`src/rtl/fp32_to_e4m3_quant_if.sv`:
```
// Handshake and statistics bundle for fp32_to_e4m3_quant.
// The master side feeds words and drains results; the slave side is the quantizer.
interface fp32_to_e4m3_quant_if;
  logic        io_in_valid;
  logic        io_in_ready;
  logic [31:0] io_in_bits;
  logic [7:0]  io_scale_exp;
  logic        io_out_valid;
  logic        io_out_ready;
  logic [7:0]  io_out_bits;
  logic        io_amax_clear;
  logic [31:0] io_amax;
  logic [15:0] io_sat_count;

  modport master (
    output io_in_valid, io_in_bits, io_scale_exp, io_out_ready, io_amax_clear,
    input  io_in_ready, io_out_valid, io_out_bits, io_amax, io_sat_count
  );

  modport slave (
    input  io_in_valid, io_in_bits, io_scale_exp, io_out_ready, io_amax_clear,
    output io_in_ready, io_out_valid, io_out_bits, io_amax, io_sat_count
  );
endinterface

```
`src/rtl/fp32_to_e4m3_quant.sv`:
```
// FP32 -> FP8 E4M3 with pow2 scale, RNE and +/-448 saturation; QUANT_STATS_EN adds amax/sat-count stats.
// Latency 2 cycles at 1 word/cycle; io_in_ready drops only when both stages hold data and io_out_ready is low.
module fp32_to_e4m3_quant (
  input  logic                clock,
  input  logic                reset,
  fp32_to_e4m3_quant_if.slave io
);
  logic              r_s1_vld;
  logic              r_s1_sign;
  logic              r_s1_nan;
  logic              r_s1_inf;
  logic              r_s1_zero;
  logic signed [9:0] r_s1_e;
  logic [22:0]       r_s1_man;
  logic              r_s2_vld;
  logic [7:0]        r_s2_bits;
  logic              r_s2_sat;

  logic              w_s2_adv;
  logic              w_s1_adv;
  logic              w_in_hs;
  logic [7:0]        w_in_exp;
  logic [22:0]       w_in_man;
  logic              w_in_nan;
  logic signed [9:0] w_in_e;

  assign w_s2_adv = !r_s2_vld || io.io_out_ready;
  assign w_s1_adv = !r_s1_vld || w_s2_adv;
  assign w_in_hs  = io.io_in_valid && w_s1_adv;

  assign w_in_exp = io.io_in_bits[30:23];
  assign w_in_man = io.io_in_bits[22:0];
  assign w_in_nan = (&w_in_exp) && (|w_in_man);
  assign w_in_e   = $signed({2'b00, w_in_exp}) - 10'sd127
                  + $signed({{2{io.io_scale_exp[7]}}, io.io_scale_exp});

  always_ff @(posedge clock) begin
    if (reset) begin
      r_s1_vld <= 1'b0;
    end else if (w_s1_adv) begin
      r_s1_vld <= io.io_in_valid;
    end
    if (w_in_hs) begin
      r_s1_sign <= io.io_in_bits[31];
      r_s1_nan  <= w_in_nan;
      r_s1_inf  <= (&w_in_exp) && !(|w_in_man);
      r_s1_zero <= !(|w_in_exp);
      r_s1_e    <= w_in_e;
      r_s1_man  <= w_in_man;
    end
  end

  logic        w_q_sat;
  logic [7:0]  w_q_code;
  logic        w_up;
  logic [3:0]  w_eb;
  logic [7:0]  w_norm;
  logic [2:0]  w_sh;
  logic [27:0] w_y;
  logic [3:0]  w_sub;

  // Mantissa carry ripples into the exponent field, so {exp, man} + round is the rounded code.
  always_comb begin
    w_q_code = {r_s1_sign, 7'h00};
    w_q_sat  = 1'b0;
    w_up     = 1'b0;
    w_eb     = r_s1_e[3:0] + 4'd7;
    w_norm   = 8'h00;
    w_sh     = 3'd2 - r_s1_e[2:0];
    w_y      = {1'b1, r_s1_man, 4'b0000} >> w_sh;
    w_sub    = 4'h0;
    if (r_s1_nan) begin
      w_q_code = {r_s1_sign, 7'h7F};
    end else if (r_s1_inf) begin
      w_q_code = {r_s1_sign, 7'h7E};
      w_q_sat  = 1'b1;
    end else if (r_s1_zero || (r_s1_e < -10'sd10)) begin
      w_q_code = {r_s1_sign, 7'h00};
    end else if (r_s1_e > 10'sd8) begin
      w_q_code = {r_s1_sign, 7'h7E};
      w_q_sat  = 1'b1;
    end else if (r_s1_e >= -10'sd6) begin
      w_up   = r_s1_man[19] && ((|r_s1_man[18:0]) || r_s1_man[20]);
      w_norm = {1'b0, w_eb, r_s1_man[22:20]} + {7'd0, w_up};
      if (w_norm >= 8'h7F) begin
        w_q_code = {r_s1_sign, 7'h7E};
        w_q_sat  = 1'b1;
      end else begin
        w_q_code = {r_s1_sign, w_norm[6:0]};
      end
    end else begin
      // Subnormal: integer part lands in w_y[27:24], guard at [23], sticky below.
      w_up     = w_y[23] && ((|w_y[22:0]) || w_y[24]);
      w_sub    = w_y[27:24] + {3'd0, w_up};
      w_q_code = {r_s1_sign, 3'b000, w_sub};
    end
  end

  always_ff @(posedge clock) begin
    if (reset) begin
      r_s2_vld  <= 1'b0;
      r_s2_bits <= 8'h00;
      r_s2_sat  <= 1'b0;
    end else if (w_s2_adv) begin
      r_s2_vld <= r_s1_vld;
      if (r_s1_vld) begin
        r_s2_bits <= w_q_code;
        r_s2_sat  <= w_q_sat;
      end
    end
  end

  assign io.io_in_ready  = w_s1_adv;
  assign io.io_out_valid = r_s2_vld;
  assign io.io_out_bits  = r_s2_bits;

`ifdef QUANT_STATS_EN
  logic [31:0] r_amax;
  logic [15:0] r_sat_cnt;
  logic [31:0] w_abs;
  logic        w_amax_upd;
  logic        w_sat_hs;

  assign w_abs      = {1'b0, io.io_in_bits[30:0]};
  assign w_amax_upd = w_in_hs && !w_in_nan;
  assign w_sat_hs   = r_s2_vld && io.io_out_ready && r_s2_sat;

  always_ff @(posedge clock) begin
    if (reset) begin
      r_amax    <= 32'h0;
      r_sat_cnt <= 16'h0;
    end else if (io.io_amax_clear) begin
      r_amax    <= w_amax_upd ? w_abs : 32'h0;
      r_sat_cnt <= w_sat_hs ? 16'd1 : 16'd0;
    end else begin
      if (w_amax_upd && (w_abs > r_amax)) r_amax <= w_abs;
      if (w_sat_hs && (r_sat_cnt != 16'hFFFF)) r_sat_cnt <= r_sat_cnt + 16'd1;
    end
  end

  assign io.io_amax      = r_amax;
  assign io.io_sat_count = r_sat_cnt;
`else
  logic w_unused;
  assign w_unused        = io.io_amax_clear ^ r_s2_sat;
  assign io.io_amax      = 32'h0;
  assign io.io_sat_count = 16'h0;
`endif
endmodule
```
`src/flat_wrapper.sv`:
```
// flat-port wrapper written by rule: the top's interface ports become plain ports
module fp32_to_e4m3_quant_flat 
  (clock, reset, io_io_in_valid, io_io_in_bits, io_io_scale_exp, io_io_out_ready, io_io_amax_clear, io_io_in_ready, io_io_out_valid, io_io_out_bits, io_io_amax, io_io_sat_count);
  fp32_to_e4m3_quant_if io_i ();
  input  logic clock;
  input  logic reset;
  input wire logic [$bits(io_i.io_in_valid)-1:0] io_io_in_valid;
  input wire logic [$bits(io_i.io_in_bits)-1:0] io_io_in_bits;
  input wire logic [$bits(io_i.io_scale_exp)-1:0] io_io_scale_exp;
  input wire logic [$bits(io_i.io_out_ready)-1:0] io_io_out_ready;
  input wire logic [$bits(io_i.io_amax_clear)-1:0] io_io_amax_clear;
  output wire logic [$bits(io_i.io_in_ready)-1:0] io_io_in_ready;
  output wire logic [$bits(io_i.io_out_valid)-1:0] io_io_out_valid;
  output wire logic [$bits(io_i.io_out_bits)-1:0] io_io_out_bits;
  output wire logic [$bits(io_i.io_amax)-1:0] io_io_amax;
  output wire logic [$bits(io_i.io_sat_count)-1:0] io_io_sat_count;
  assign io_i.io_in_valid = io_io_in_valid;
  assign io_i.io_in_bits = io_io_in_bits;
  assign io_i.io_scale_exp = io_io_scale_exp;
  assign io_i.io_out_ready = io_io_out_ready;
  assign io_i.io_amax_clear = io_io_amax_clear;
  assign io_io_in_ready = io_i.io_in_ready;
  assign io_io_out_valid = io_i.io_out_valid;
  assign io_io_out_bits = io_i.io_out_bits;
  assign io_io_amax = io_i.io_amax;
  assign io_io_sat_count = io_i.io_sat_count;
  fp32_to_e4m3_quant u_core (.clock(clock), .reset(reset), .io(io_i));
endmodule
```
`config.mk`:
```
export PLATFORM = sky130hd
export DESIGN_NAME = fp32_to_e4m3_quant_flat
export DESIGN_NICKNAME = d
export VERILOG_FILES = /design/src/rtl/fp32_to_e4m3_quant_if.sv /design/src/rtl/fp32_to_e4m3_quant.sv /design/src/flat_wrapper.sv
export SDC_FILE = /design/constraint.sdc
export NUM_CORES = 1
export LEC_CHECK = 0
export ABC_AREA = 1
export CAP_MARGIN = 40
export CORE_MARGIN = 5
export CORE_UTILIZATION = 36
export CTS_CLUSTER_DIAMETER = 150
export DETAILED_ROUTE_END_ITERATION = 16
export HOLD_SLACK_MARGIN = 0.06
export PLACE_DENSITY = 0.62
export SLEW_MARGIN = 20
export SYNTH_ARGS = -nofsm -noshare
export SYNTH_HDL_FRONTEND = slang
export SYNTH_SLANG_ARGS = --single-unit
```
`constraint.sdc`:
```
create_clock -name clock -period 6.5 [get_ports clock]
set_input_delay 1.3 -clock clock [delete_from_list [all_inputs] [get_ports clock]]
set_output_delay 1.3 -clock clock [all_outputs]
set_load 0.01 [all_outputs]
```
## Yosys cells after proc, flatten, opt, wreduce, memory -nomap -nowiden

Cells that the tools add are included.

- Register bits after elaboration: 47
- Bits of input ports: 45
- Output and inout port bits: 58
- Word-level logic and storage cells: 46

- Add/subtract/negate cells: 6
- Magnitude comparators: 4
- Shift operators: 1
- Mux-type cells: 6
- Reduce and logical (&&, ||, !) cells: 20

Operators with widths:

| cell | count |
|---|---|
| 23-bit OR reduction | 2 |
| 7-bit 2-to-1 mux | 6 |
| 28-bit by 3-bit right shift with 28-bit output | 1 |
| 19-bit OR reduction | 1 |
| 9-bit by 8-bit adder with 10-bit output | 1 |
| 10-bit by 4-bit >= comparator with 1-bit output (second input constant) | 1 |
| 10-bit by 5-bit greater-than comparator with 1-bit output (second input constant) | 1 |
| 10-bit by 5-bit less-than comparator with 1-bit output (second input constant) | 1 |
| 8-bit by 7-bit subtractor with 9-bit output (second input constant) | 1 |
| 7-bit by 1-bit adder with 8-bit output | 1 |
| 8-bit by 7-bit >= comparator with 1-bit output (second input constant) | 1 |
| 8-bit AND reduction | 1 |
| 8-bit OR reduction | 1 |
| 1-bit logical AND | 5 |
| 1-bit logical OR | 5 |
| 4-bit by 1-bit adder with 4-bit output | 1 |
| 4-bit by 3-bit adder with 4-bit output (second input constant) | 1 |
| 1-bit logical NOT | 4 |
| 2-bit by 3-bit subtractor with 3-bit output (first input constant) | 1 |
| 2-bit AND reduction | 1 |

## Logic depth before layout (Yosys ltp)

- Depth after elaboration: 11
- Mapped depth: 19
- Depth with buffers taken out: 16

## Worst setup path before layout

OpenSTA, ideal clock, no wires.

- Path kind: input port to flip-flop
- Start: input io_io_in_bits[25]
- End: register u_core.r_s1_e[8] (data pin)
- Library setup time: 0.265 ns
- Arrival time: 2.951 ns
- Data required time: 6.235 ns
- Slack: 3.284 ns
- Stages on the path: 14
- Path buffers: 0
- Cell sequence: inv_1 -> nor3_1 -> xor2_1 -> inv_1 -> ha_1 -> nand3_1 -> nand3_1 -> nand2_1 -> nand2_1 -> a21oi_1 -> inv_1 -> a21oi_1 -> o21ai_0 -> xor2_1

- Word-level cells in the longest chain between the ends: 2

RTL lines:

| element | RTL line | text |
|---|---|---|
| start: declaration | flat_wrapper.sv:8 | `input wire logic [$bits(io_i.io_in_bits)-1:0] io_io_in_bits;` |
| 8-bit by 7-bit subtractor with 9-bit output | fp32_to_e4m3_quant.sv:34 | `assign w_in_e = $signed({2'b00, w_in_exp}) - 10'sd127` |
| 9-bit by 8-bit adder with 10-bit output | fp32_to_e4m3_quant.sv:35 | `+ $signed({{2{io.io_scale_exp[7]}}, io.io_scale_exp});` |
| net u_core.w_in_e[8] | fp32_to_e4m3_quant.sv:25 | `logic signed [9:0] w_in_e;` |
| end signal: assignment | fp32_to_e4m3_quant.sv:48 | `r_s1_e <= w_in_e;` |
| end: declaration | fp32_to_e4m3_quant.sv:13 | `logic signed [9:0] r_s1_e;` |

The timed path passes the listed nets, and every way through them passes these cells.
A chain may end at the register's enable or synchronous reset.

## Final worst setup path

- Start: input io_io_out_ready
- End: output io_io_in_ready

- Word-level cells in the longest chain between the ends: 2

RTL lines:

| element | RTL line | text |
|---|---|---|
| start: declaration | flat_wrapper.sv:10 | `input wire logic [$bits(io_i.io_out_ready)-1:0] io_io_out_ready;` |
| 1-bit logical OR | fp32_to_e4m3_quant.sv:27 | `assign w_s2_adv = !r_s2_vld \|\| io.io_out_ready;` |
| 1-bit logical OR | fp32_to_e4m3_quant.sv:28 | `assign w_s1_adv = !r_s1_vld \|\| w_s2_adv;` |
| end: declaration | flat_wrapper.sv:12 | `output wire logic [$bits(io_i.io_in_ready)-1:0] io_io_in_ready;` |

Every way passes these cells.

==> flow_summary.toml <==
[critical_path]
crit_path_end_kind = "output port"
slowest_stage = "clkdlybuf4s50_1"
cp.buffers_inverters = 3
path_class = "in -> out"
critPathMostFrequentCell = "clkdlybuf4s50_1"
required_ns = 5.20
worstPathArrival_ns = 2.45
r2r_start = "u_core.r_s1_e[0]$_DFFE_PP_"
critical-path-top-delay-family = "buffers and inverters"
critPathMaxFanout = 3
worstRegToRegCells = 14
max_stage_delay_ns = 0.56
reg2reg_to = "u_core.io.io_out_bits[2]$_SDFFE_PP0P_"
path_cells = "clkdlybuf4s50_1, inv_1, nand3_1, clkdlybuf4s50_1"
crit_path_start_kind = "input pin"
r2r_setup_slack_ns = 3.39

[flow_run]
drv_cap = 0

[cts]
cts_hold_buf = 0
cts_setup_buffers = 0
cts-buffers-inserted = 5
tritoncts = "built"
cts_resized = 0
h-tree-depth = 2
insertion_delay_ns = 0.30
clk_pin_slew_ns = 0.09
cts_num_sinks = 47
root_buffer = "clkbuf_8"
clk_path_buf_depth = 2

[final_layout]
antennaDiodeCount = 0
layout-drive-gt1-share_pct = 3.614
seq_area_um2 = 1311
multiInputGateArea_um2 = 1669
syn_to_final_growth_pct = 16.85
fin_area_um2 = 4035
nFillCells = 962
fin_nets = 560

[synth]
synth_area_um2 = 3453
synth-seq-cells = 47
avgSynthCellArea_um2 = 7.813
synth_edf_count = 37
syn_inst = 442
ys_seq_area_share_pct = 37.97
synth_top_area_cell = "edfxtp_1"
async_reset_ff_share_pct = 0
synth_ff_type = "edfxtp_1"
yosys_warnings = 0
yosysTopAreaCellShare_pct = 32.17
synth.distinct_cells = 32
synth_area_leaders = "edfxtp_1 32%, nand2_1 11%, buf_4 10%, inv_1 6.3%, ha_1 6.2%"

[sta]
rsz0062_at_grt = "no"
min_period_ns = 3.749
hold_viol = 0
tightestPinTransition_ns = 0.8016
relSlewSlack_pct = 46.56
tns_ns = 0
layout_setup_ws_ns = 2.751
slew_viol_final = 0
setup_viol = 0
fmax_mhz = 266.7
finClkSkew_ns = 0.004715
timing.final.crit_share_pct = 57.68

[placement]
dpl_worst_slack_ns = 2.509
dp.final_hpwl_um = 5574
gp_congestion = 0.8574
place_area_um2 = 3919
io_buffers = 53

[global_route]
grt_max_degree = 38
antenna_found_initial = 0
gr-usage-all-layers_pct = 11.28
grt_pass1_wl_um = 10870
grt_pass1_vias = 2551
grt-ovfl-total = 0

[min_path]
hold_path_end = "u_core.io.io_out_bits[7]$_SDFFE_PP0P_"
whs_path_depth = 2
hp-class = "reg -> reg"
worstHoldStart = "u_core.io.io_out_bits[7]$_SDFFE_PP0P_"

[status]
status = "finished, final reports clean"

[detailed_routing]
drt_wl_total_um = 6643
drtIter0Drc = 130
routedWlPerCell_um = 10.59
avgViaCountPerCell = 4.464
drc_errors = 0
postRouteAntennaNets = 0
drtPass1Iterations = 5
vias = 2799

[floorplan]
die_h_um = 107.9
start_util_pct = 37.20
rows = 35
core_area_um2 = 9284
design.die.area_um2 = 11650
die_w_um = 107.9
io_pins = 103

[power]
p_per_area_nw_per_um2 = 201.1
ir_drop_mv = 0.09479
power_leakage_nw = 1.889
total_power_mw = 0.8113
-- worst max path at each step --
stage,slack (ns),to,cells past startpoint,startpoint
floorplan,3.28,u_core.r_s1_e[8]$_DFFE_PP_,14,io_io_in_bits[25]
detailed placement,2.51,u_core.r_s1_e[8]$_DFFE_PP_,15,io_io_in_bits[25]
finish,2.75,io_io_in_ready,4,io_io_out_ready
global route,2.55,u_core.r_s1_e[8]$_DFFE_PP_,15,io_io_in_bits[25]
CTS,2.75,io_io_in_ready,4,io_io_out_ready
global placement,2.56,u_core.r_s1_e[8]$_DFFE_PP_,15,io_io_in_bits[25]
-- stage by stage --
stage | hold slack, ns | cells | util (%)
2_1_floorplan | 0.4674 | 489 | -
4_1_cts | 0.5123 | 627 | 43.46
6_report | 0.5040 | 627 | 43.46
5_1_grt | 0.5279 | 627 | 43.46
3_3_place_gp | 0.4779 | 619 | 42.21
3_5_place_dp | 0.4974 | 619 | 42.21
-- power breakdown --
part | switching [mW] | total, mW | internal (mW)
sequential | 0.0171 | 0.370 | 0.353
clock | 0.101 | 0.218 | 0.117
combinational | 0.129 | 0.223 | 0.0941
-- layout make-up --
type | instances | share of cell area (%)
multi-input cells | 329 | 41.36
repair buffers | 54 | 13.33
clock inverters | 3 | 1.178
inverters | 60 | 5.922
well taps | 129 | 4.000
flip-flops and latches | 47 | 32.50
clock buffers | 5 | 1.705
-- layer usage --
metal	up-vias	wire length (um)	GRT usage [%]
met5	-	0	0
met4	0	133	4.328
met3	9	381	1.910
met2	84	3121	18.78
met1	1254	3006	14.62
li1	1452	-	-
-- cell usage in the layout (no fill, tap or decap) --
master / n
a21o_1: 1
a21oi_1: 17
a21oi_2: 1
a31o_2: 1
a41o_1: 1
buf_4: 1
bufinv_16: 1
bufinv_8: 1
clkbuf_8: 5
clkdlybuf4s50_1: 53
clkinv_4: 1
conb_1: 48
dfxtp_1: 10
edfxtp_1: 37
fa_1: 1
ha_1: 17
inv_1: 58
inv_2: 1
inv_6: 1
nand2_1: 101
nand2_2: 1
nand3_1: 32
nand3b_1: 3
nand4_1: 9
nor2_1: 39
nor2_2: 3
nor3_1: 7
nor4_1: 6
o21a_1: 1
o21ai_0: 18
o21ai_1: 3
o22ai_1: 1
or2_2: 1
xnor2_1: 4
xor2_1: 13
-- worst register-to-register path, stage by stage, from the launching register on --
cell and delay (ns):
edfxtp_1 0.88, inv_2 0.30, ha_1 0.56, bufinv_8 0.26, nand4_1 0.13, nand2_1 0.10, nor2_2 0.08, nand3_1 0.07
nor2_1 0.15, nand3_1 0.13, nand3_1 0.10, nand2_1 0.07, nand2_1 0.06, nand2_1 0.05, a21oi_2 0.12
-- state kept, by name, indices dropped and copies added, names as in the netlist --
register                cells
u_core.io.io_out_bits       8
u_core.r_s1_nan             1
u_core.r_s1_zero            1
u_core.r_s1_inf             1
u_core.r_s1_e              10
u_core.r_s1_man            23
u_core.r_s1_sign            1
u_core.r_s1_vld             1
u_core.io.io_out_valid      1
-- logic make-up (layout without fill, tap and decap cells) --
logic type,Yosys count,count (layout),share of synthesized area [%]
fa+ha+maj,18,18,6.739
other cells,1,48,0.1086
flops,47,47,37.97
compound gates,44,44,6.921
buf+inv,113,122,18.80
simple gates,202,202,25.14
xor+xnor,17,17,4.312
-- cells in the mapped netlist (3+ instances only) --
master and n:
dfxtp_1 10, o21ai_1 3, nand4_1 9, nand3_1 32, xor2_1 13, nor2_1 39
nand3b_1 3, o21ai_0 18, nor3_1 7, inv_1 58, nor4_1 6, buf_6 4
a21oi_1 17, nand2_1 101, ha_1 17, nor2_2 3, xnor2_1 4, edfxtp_1 37
buf_4 48
No activity file was read; power rests on OpenSTA's default activity.
